`config.mk`:
```
export PLATFORM = sky130hd
export DESIGN_NAME = pad_input_filter
export DESIGN_NICKNAME = d
export VERILOG_FILES = /design/src/rtl/pad_input_filter.sv
export SDC_FILE = /design/constraint.sdc
export NUM_CORES = 1
export LEC_CHECK = 0
export BUFFER_PORTS_ARGS = -buffer_cell sky130_fd_sc_hd__buf_2
export CORE_AREA = 2 2 39 41
export DETAILED_ROUTE_END_ITERATION = 12
export DIE_AREA = 0 0 41 43
export PLACE_DENSITY = 0.49
export SLEW_MARGIN = 20
export SYNTH_ARGS = -nofsm -noshare
export SYNTH_HDL_FRONTEND = slang
export SYNTH_SLANG_ARGS = --single-unit
```
`constraint.sdc`:
```
create_clock -name clk -period 3 [get_ports clk]
set_input_delay 0.6 -clock clk [delete_from_list [all_inputs] [get_ports clk]]
set_output_delay 0.6 -clock clk [all_outputs]
set_load 0.05 [all_outputs]
```
`src/rtl/pad_input_filter.sv`:
```
// pad_input_filter
//
// Multi-channel input conditioner that sits directly behind the input pad cells.
// Each channel carries an asynchronous pad level through a multi-flop synchroniser,
// then through a stability filter (deglitch). It then presents a clean registered
// level plus single-cycle rise/fall strobes to core logic.
//
// Parameters
//   WIDTH         number of independent channels
//   SYNC_STAGES   synchroniser flops per channel (legal 2..4)
//   FILTER_CYCLES consecutive cycles a new synchronised level must hold before it is
//                 accepted (legal 1..65535)
//   RESET_VALUE   per-channel reset level for synchroniser stages and C
//
// Ports
//   clk     sole clock, rising edge
//   rst     synchronous active-high reset; beats bypass and any in-progress count
//   PAD     raw pad inputs, asynchronous to clk
//   bypass  1 = filter disabled, C follows the synchroniser output every cycle
//   C       filtered, registered level per channel
//   rise    1-cycle strobe in the cycle C[i] first shows a 0->1 change
//   fall    1-cycle strobe in the cycle C[i] first shows a 1->0 change
//
// Every output comes straight from a flop. No combinational path runs from PAD or
// bypass to any output.

module pad_input_filter #(
  parameter int unsigned      WIDTH         = 1,
  parameter int unsigned      SYNC_STAGES   = 2,
  parameter int unsigned      FILTER_CYCLES = 4,
  parameter logic [WIDTH-1:0] RESET_VALUE   = '0
) (
  input  logic             clk,
  input  logic             rst,
  input  logic [WIDTH-1:0] PAD,
  input  logic             bypass,
  output logic [WIDTH-1:0] C,
  output logic [WIDTH-1:0] rise,
  output logic [WIDTH-1:0] fall
);

  // Counter sized to hold FILTER_CYCLES. It never runs past FILTER_CYCLES-1.
  localparam int unsigned     CntW   = $clog2(FILTER_CYCLES + 1);
  localparam logic [CntW-1:0] CntMax = CntW'(FILTER_CYCLES - 1);

  // --------------------------------------------------------------------------
  // Synchroniser
  // --------------------------------------------------------------------------
  // Stage 0 may go metastable. Only the last stage is read by any logic.
  logic [WIDTH-1:0] sync_q [SYNC_STAGES];
  logic [WIDTH-1:0] s;

  always_ff @(posedge clk) begin
    if (rst) begin
      for (int k = 0; k < int'(SYNC_STAGES); k++) begin
        sync_q[k] <= RESET_VALUE;
      end
    end else begin
      sync_q[0] <= PAD;
      for (int k = 1; k < int'(SYNC_STAGES); k++) begin
        sync_q[k] <= sync_q[k-1];
      end
    end
  end

  assign s = sync_q[SYNC_STAGES-1];

  // --------------------------------------------------------------------------
  // Stability filter
  // --------------------------------------------------------------------------
  logic [CntW-1:0]  cnt_q [WIDTH];
  logic [CntW-1:0]  cnt_d [WIDTH];
  logic [WIDTH-1:0] c_q, c_d;
  logic [WIDTH-1:0] rise_q, fall_q;

  always_comb begin
    c_d = c_q;
    for (int i = 0; i < int'(WIDTH); i++) begin
      // Default clears the count. A level matching C, or a bypass cycle, discards
      // any partial count, so shorter glitches are dropped entirely.
      cnt_d[i] = '0;
      if (bypass) begin
        c_d[i] = s[i];
      end else if (s[i] != c_q[i]) begin
        if (cnt_q[i] == CntMax) begin
          c_d[i] = s[i];
        end else begin
          cnt_d[i] = cnt_q[i] + 1'b1;
        end
      end
    end
  end

  always_ff @(posedge clk) begin
    if (rst) begin
      c_q    <= RESET_VALUE;
      rise_q <= '0;
      fall_q <= '0;
      for (int i = 0; i < int'(WIDTH); i++) begin
        cnt_q[i] <= '0;
      end
    end else begin
      c_q    <= c_d;
      // Strobes are registered with C so they line up with the first cycle the new
      // level is visible.
      rise_q <= c_d & ~c_q;
      fall_q <= ~c_d & c_q;
      for (int i = 0; i < int'(WIDTH); i++) begin
        cnt_q[i] <= cnt_d[i];
      end
    end
  end

  assign C    = c_q;
  assign rise = rise_q;
  assign fall = fall_q;

endmodule
```
=== After elaboration in Yosys (flattened, before gate mapping) ===
Memory sizes are Yosys's and may differ from the RTL's.
Index checks and enable logic that the tools add are counted.

* $add $sub $neg: 1
* Equality and inequality tests: 2
* Mux-type cells: 13
* Bitwise operators: 6
* Reduce and logical (&&, ||, !) cells: 1

{| class="wikitable"
|+ Operators with widths
! operator !! number
|-
| 3-bit two-way mux || 4
|-
| 1-bit two-way mux || 9
|-
| 3-bit by 1-bit adder with 3-bit output (second input constant) || 1
|-
| 3-bit by 2-bit == test with 1-bit output (second input constant) || 1
|-
| 3-bit OR reduction || 1
|-
| 1-bit bitwise AND || 2
|-
| 1-bit NOT || 2
|-
| 1-bit bitwise OR || 2
|-
| 1-bit inequality test || 1
|}

* Bits in registers: 3
* RAM bits: 5
* Input bits: 4
* Output and inout bits: 3
* Memories: 2

{| class="wikitable"
|+ Memory list
! name !! depth !! bits a word !! read ports !! clocked after memory_dff !! wr ports !! line !! RTL
|-
| cnt_q || 1 || 3 || 1 || 0 || 1 || 71 || <nowiki>logic [CntW-1:0] cnt_q [WIDTH];</nowiki>
|-
| sync_q || 2 || 1 || 2 || 0 || 2 || 50 || <nowiki>logic [WIDTH-1:0] sync_q [SYNC_STAGES];</nowiki>
|}

=== Depth between registers and ports, before layout ===
Gate-level depths: netlist (run 1).

* Word-level depth: 6
* Mapped depth: 4

=== Worst setup path after synthesis (run 1) ===
Ideal clock, no wire load.

* Path type: register -> output
* Start: register c_q, in the netlist C
* End: output port C
* Arrival: 0.652 ns
* Path slack: 1.748 ns
* Stages on the path, launching flop included: 1
* Path through: dfxtp_1

{| class="wikitable"
|+ RTL lines
! item !! line !! RTL
|-
| start, declared || 73 || <nowiki>logic [WIDTH-1:0] c_q, c_d;</nowiki>
|-
| start signal, assigned || 96 || <nowiki>c_q <= RESET_VALUE;</nowiki>
|-
| start signal, assigned || 103 || <nowiki>c_q <= c_d;</nowiki>
|-
| end, declared || 37 || <nowiki>output logic [WIDTH-1:0] C,</nowiki>
|}

No word-level cell between the ends.

=== Final worst setup path (run 1) ===
* Start: register c_q, in the netlist C
* End: output port C

No word-level cell between the ends.

==> results.cfg, run 1 <==
[routing]
ant_nets = 0
drtIter0Drc = 14
drc_errors = 0
routedWlPerCell_microns = 9.67
dr.pass1.iters = 4
vias = 205
via_per_inst = 4.18
postRouteWirelength_microns = 474

[sta]
min_period_ps = 1550
fin_ws_ps = 1450
drv_slew = 0
rsz0062_at_grt = no
whs_ps = 437
hold_viol = 0
slew_headroom_pct = 81.4
fin_crit_sh_pct = 51.5
tightest_slew_ps = 278
setup_viol = 0
fmax_ghz = 0.647
fin_skew_ps = 3.20
finalSetupTns_ps = 0

[cts]
clk_path_buf_depth = 2
cts_hold_buf = 0
cts-root-buf = clkbuf_4
h-tree-depth = 1
postCtsResizedCells = 0
clock_latency_ps = 250
clk_pin_slew_ps = 50
cts_made_buffers = 3
cts_setup_buffers = 0
cts.sinks = 8
cts_tree = built

[global_route]
grt_pass1_vias = 191
grt_usage_pct = 7.57
grt_overflow_total = 0
grt_max_degree = 9
grt_pass1_wl_microns = 834
antenna_found_initial = 0

[floorplan]
rows = 14
die_y_microns = 43
core_area_sq_mm = 0.00138
die-area_sq_mm = 0.00176
fp.dieW_microns = 41
start_util_pct = 20.7
num_io_pins = 7

[finish]
layout_commonest_cell = dfxtp_1
fin_nets = 41
syn2layout_area_growth_pct = 25.3
n_fill_cell = 148
utilization_pct = 25.9
fin_cells = 49
drive_gt1_share_pct = 33.3
layout_common_cells = dfxtp_1, buf_2, clkbuf_4
n_antenna_cell = 0

[critical_path]
cp_cell_sequence = buf_2
max_stage_delay_ps = 400
crit_buf_inv = 1
path_class = reg -> out
path_delay_family = flip-flops
cp-start-kind = flop
rrSetupSlack_ps = 1710
critPathCaptureType = primary output
arrival_ps = 950
crit_required_ps = 2400
cp_max_fo = 5
cp_slowest_cell = dfxtp_1

[run_status]
status = finished clean

[pwr]
internal_power_mw = 0.159
seq_power_share_pct = 54.4
p_leak_nw = 0.142
pwr-share-clk_pct = 39.5
p_sw_share_pct = 21.2
p_comb_share_pct = 6.1
vdd_drop_max_mv = 0.160
p_sw_mw = 0.0428
p_per_area_mw_per_mm2 = 563

[logic_synthesis]
synth_fp_nets = 30
synthesis.area_sq_um = 287
seq_area_frac_synth_pct = 55.9
netlist_instances = 24
synth_area_per_cell_sq_um = 11.9
ys_warn_count = 0
yosys.cell_types.count = 13
ys_ff_latch = 8

[run]
drv_cap = 0

[min_path]
min_path_type = reg -> reg

[placement]
numPortBuffers = 6
dpl.hpwl_microns = 353
post-place-ws_ps = 1720
gp_congestion = 0.598
dp_cells = 46
-- registers in the layout, indices dropped and copies added, names as in the netlist --
signal,cells
C,1
cnt_q,3
fall,1
rise,1
sync_q,2
-- cells by family (layout without fill, tap and decap cells) --
logic type	after synthesis	after routing	synth area share, %
AO/OA/AOI/OAI	2	2	3.49
XOR/XNOR	1	1	3.06
AND/OR/NAND/NOR	10	10	27.5
buffers and inverters	1	10	1.31
flip-flops	8	8	55.9
adder cells (fa/ha/maj)	2	2	8.73
-- path summary, 6_finish.rpt --
kind	startpoint	end	cells past startpoint
max	C	C	1
min	cnt_q[0][0]	cnt_q[0][0]	1
max reg2reg	cnt_q[0][0]	cnt_q[0][2]	4
min reg2reg	cnt_q[0][0]	cnt_q[0][0]	1
-- final cells by class --
type	count	area [sq um]	area share [%]
inverter	1	3.75	1.05
sequential	8	160	44.6
tap	16	20.0	5.57
clock buffer	3	22.5	6.27
timing repair buffer	6	30.0	8.36
multi-input combinational	15	123	34.1
-- routing by layer --
| metal | global-route usage [%] | wire length, microns | vias to the layer above | part of all wire, % |
|---|---|---|---|---|
| met4 | 8.00 | 0 | 0 | 0 |
| met1 | 10.8 | 226 | 92 | 48 |
| met3 | 3.14 | 38 | 0 | 8.0 |
| li1 | - | - | 106 | - |
| met5 | 0 | 0 | - | 0 |
| met2 | 7.50 | 208 | 7 | 44 |
-- metrics by stage --
step,power [mW],area [sq um]
after detailed placement,0.125,337
after floorplan,0.119,287
after global routing,0.213,359
after global placement,0.124,337
after CTS,0.206,359
final,0.202,359
-- Yosys cell counts --
master / n / area share (%)
nor2_1: 1 / 1.3
a21oi_1: 1 / 1.7
nor2b_1: 2 / 4.4
inv_1: 1 / 1.3
or2_4: 1 / 3.1
xnor2_1: 1 / 3.1
ha_1: 2 / 8.7
nor4b_2: 1 / 5.2
nor4_1: 2 / 4.4
o21ai_0: 1 / 1.7
nor4b_1: 2 / 6.1
dfxtp_1: 8 / 56
or3b_1: 1 / 3.1
-- power groups by stage --
stage	combinational [mW]	sequential [mW]	clock [mW]
detailed placement	0.0124	0.112	0
global route	0.0137	0.110	0.0892
floorplan	0.00520	0.114	0
global placement	0.0121	0.112	0
CTS	0.0125	0.110	0.0834
finish	0.0123	0.110	0.0798
Note: power is estimated with default switching activity, not from simulation.
==> inputs of run 2 (changes only) <==
clock period = 1.6 ns   (was 3 ns; I/O delays follow)
==> run 2 against run 1 <==
  * Sequential share of layout area is the same
  * Sequential power increased by 87%
  * Count of clock-buffer cells in the layout is the same
  * Clock power is 99% higher
  * Worst hold slack got worse by 160 ps
==> results.cfg, run 2 (synthesis results as in run 1) <==
[placement]
post-place-ws_ps = 321
placed_cell_area_sq_um = 337
dpl.hpwl_microns = 380
numPortBuffers = 6
gp_congestion = 0.676
dp_cells = 46

[sta]
fmax_ghz = 0.790
drv_slew = 0
whs_ps = 276
min_period_ps = 1270
fin_skew_ps = 4.62
slew_headroom_pct = 79.7
tightest_slew_ps = 302
rsz0062_at_grt = no
setup_viol = 0
hold_viol = 0
finalSetupTns_ps = 0
fin_crit_sh_pct = 79.1
fin_ws_ps = 335

[floorplan]
die_y_microns = 43
rows = 14
fp.dieW_microns = 41
die-area_sq_mm = 0.00176
start_util_pct = 20.7
num_io_pins = 7
core_area_sq_mm = 0.00138

[critical_path]
max_stage_delay_ps = 310
cpMostUsedCell = ha_1
crit_required_ps = 1770
cp-start-kind = flop
critPathCaptureType = flop
cp_cell_sequence = ha_1, ha_1, or2_4, nor4_1
cp_max_fo = 4
cp_slowest_cell = dfxtp_1
path_class = reg -> reg
crit_buf_inv = 0
path_delay_family = simple AND/OR/NAND/NOR gates
arrival_ps = 1430

[cts]
h-tree-depth = 1
clock_latency_ps = 260
clk_pin_slew_ps = 60
cts_made_buffers = 3
cts-root-buf = clkbuf_4
cts_hold_buf = 0
clk_path_buf_depth = 2
postCtsResizedCells = 0
cts_setup_buffers = 0
cts.sinks = 8
cts_tree = built

[global_route]
grt_usage_pct = 8.35
met2_usage_pct = 9.06
use_met3_pct = 5.76
grt_pass1_vias = 228
antenna_found_initial = 0
grt.busiest_layer = met4
grt_overflow_total = 0
grt_max_degree = 9
grt_pass1_wl_microns = 876
met1_usage_pct = 9.06

[routing]
vias = 209
routedWlPerCell_microns = 10.1
dr.pass1.iters = 2
drc_errors = 0
via_per_inst = 4.27
postRouteWirelength_microns = 495
ant_nets = 0
drtIter0Drc = 1

[finish]
multi_input_area_sq_um = 123
syn2layout_area_growth_pct = 25.3
fin_cells = 49
n_antenna_cell = 0
top_regs = cnt_q (3), sync_q (2)
drive_gt1_share_pct = 33.3
layout_commonest_cell = dfxtp_1
largest_register = cnt_q
largest_reg_flops = 3
final_cell_area_sq_um = 359
layout_common_cells = dfxtp_1, buf_2, clkbuf_4
fin_nets = 41
n_fill_cell = 147
utilization_pct = 25.9
seq_area_sq_um = 160

[pwr]
total_power_mw = 0.388
vdd_drop_max_mv = 0.451
p_leak_nw = 0.142
p_per_area_mw_per_mm2 = 1080

[min_path]
min_path_type = in -> reg

[run_status]
status = finished clean

[run]
drv_cap = 0
## run 2: cell counts in the layout (fill, tap and decap cells not counted)
No cell type changed its count.
## run 2: area by class of cell
class                           count  share of cell area, %
Timing Repair Buffer                6                   8.36
Inverter                            1                   1.05
Tap cell                           16                   5.57
Sequential cell                     8                   44.6
Multi-Input combinational cell     15                   34.1
Clock buffer                        3                   6.27
## run 2: power breakdown
part	switching, mW	internal, mW	leakage, nW
registers	0.00253	0.204	0.0650
logic	0.0137	0.00960	0.0630
clock network	0.0726	0.0861	0.0138
## run 2: worst paths after layout
path / from / to / slack (ps) / depth (start not counted)
max: cnt_q[0][0] / cnt_q[0][0] / 330 / 4
min: PAD / sync_q[0][0] / 280 / 2
max reg2reg: cnt_q[0][0] / cnt_q[0][0] / 330 / 4
min reg2reg: cnt_q[0][0] / cnt_q[0][0] / 430 / 1
## run 2: worst register-to-register path: cells and delay by family, from the launching register on
kind,cells,cell delay (ps)
DFF,1,310
adders and majority gates,2,410
and+or+nand+nor,2,450
## run 2: routing by layer
layer | share of wire [%] | up-vias
met1 | 44 | 91
li1 | - | 105
met2 | 40 | 10
met4 | 4.2 | 0
met5 | 0 | -
met3 | 12 | 3
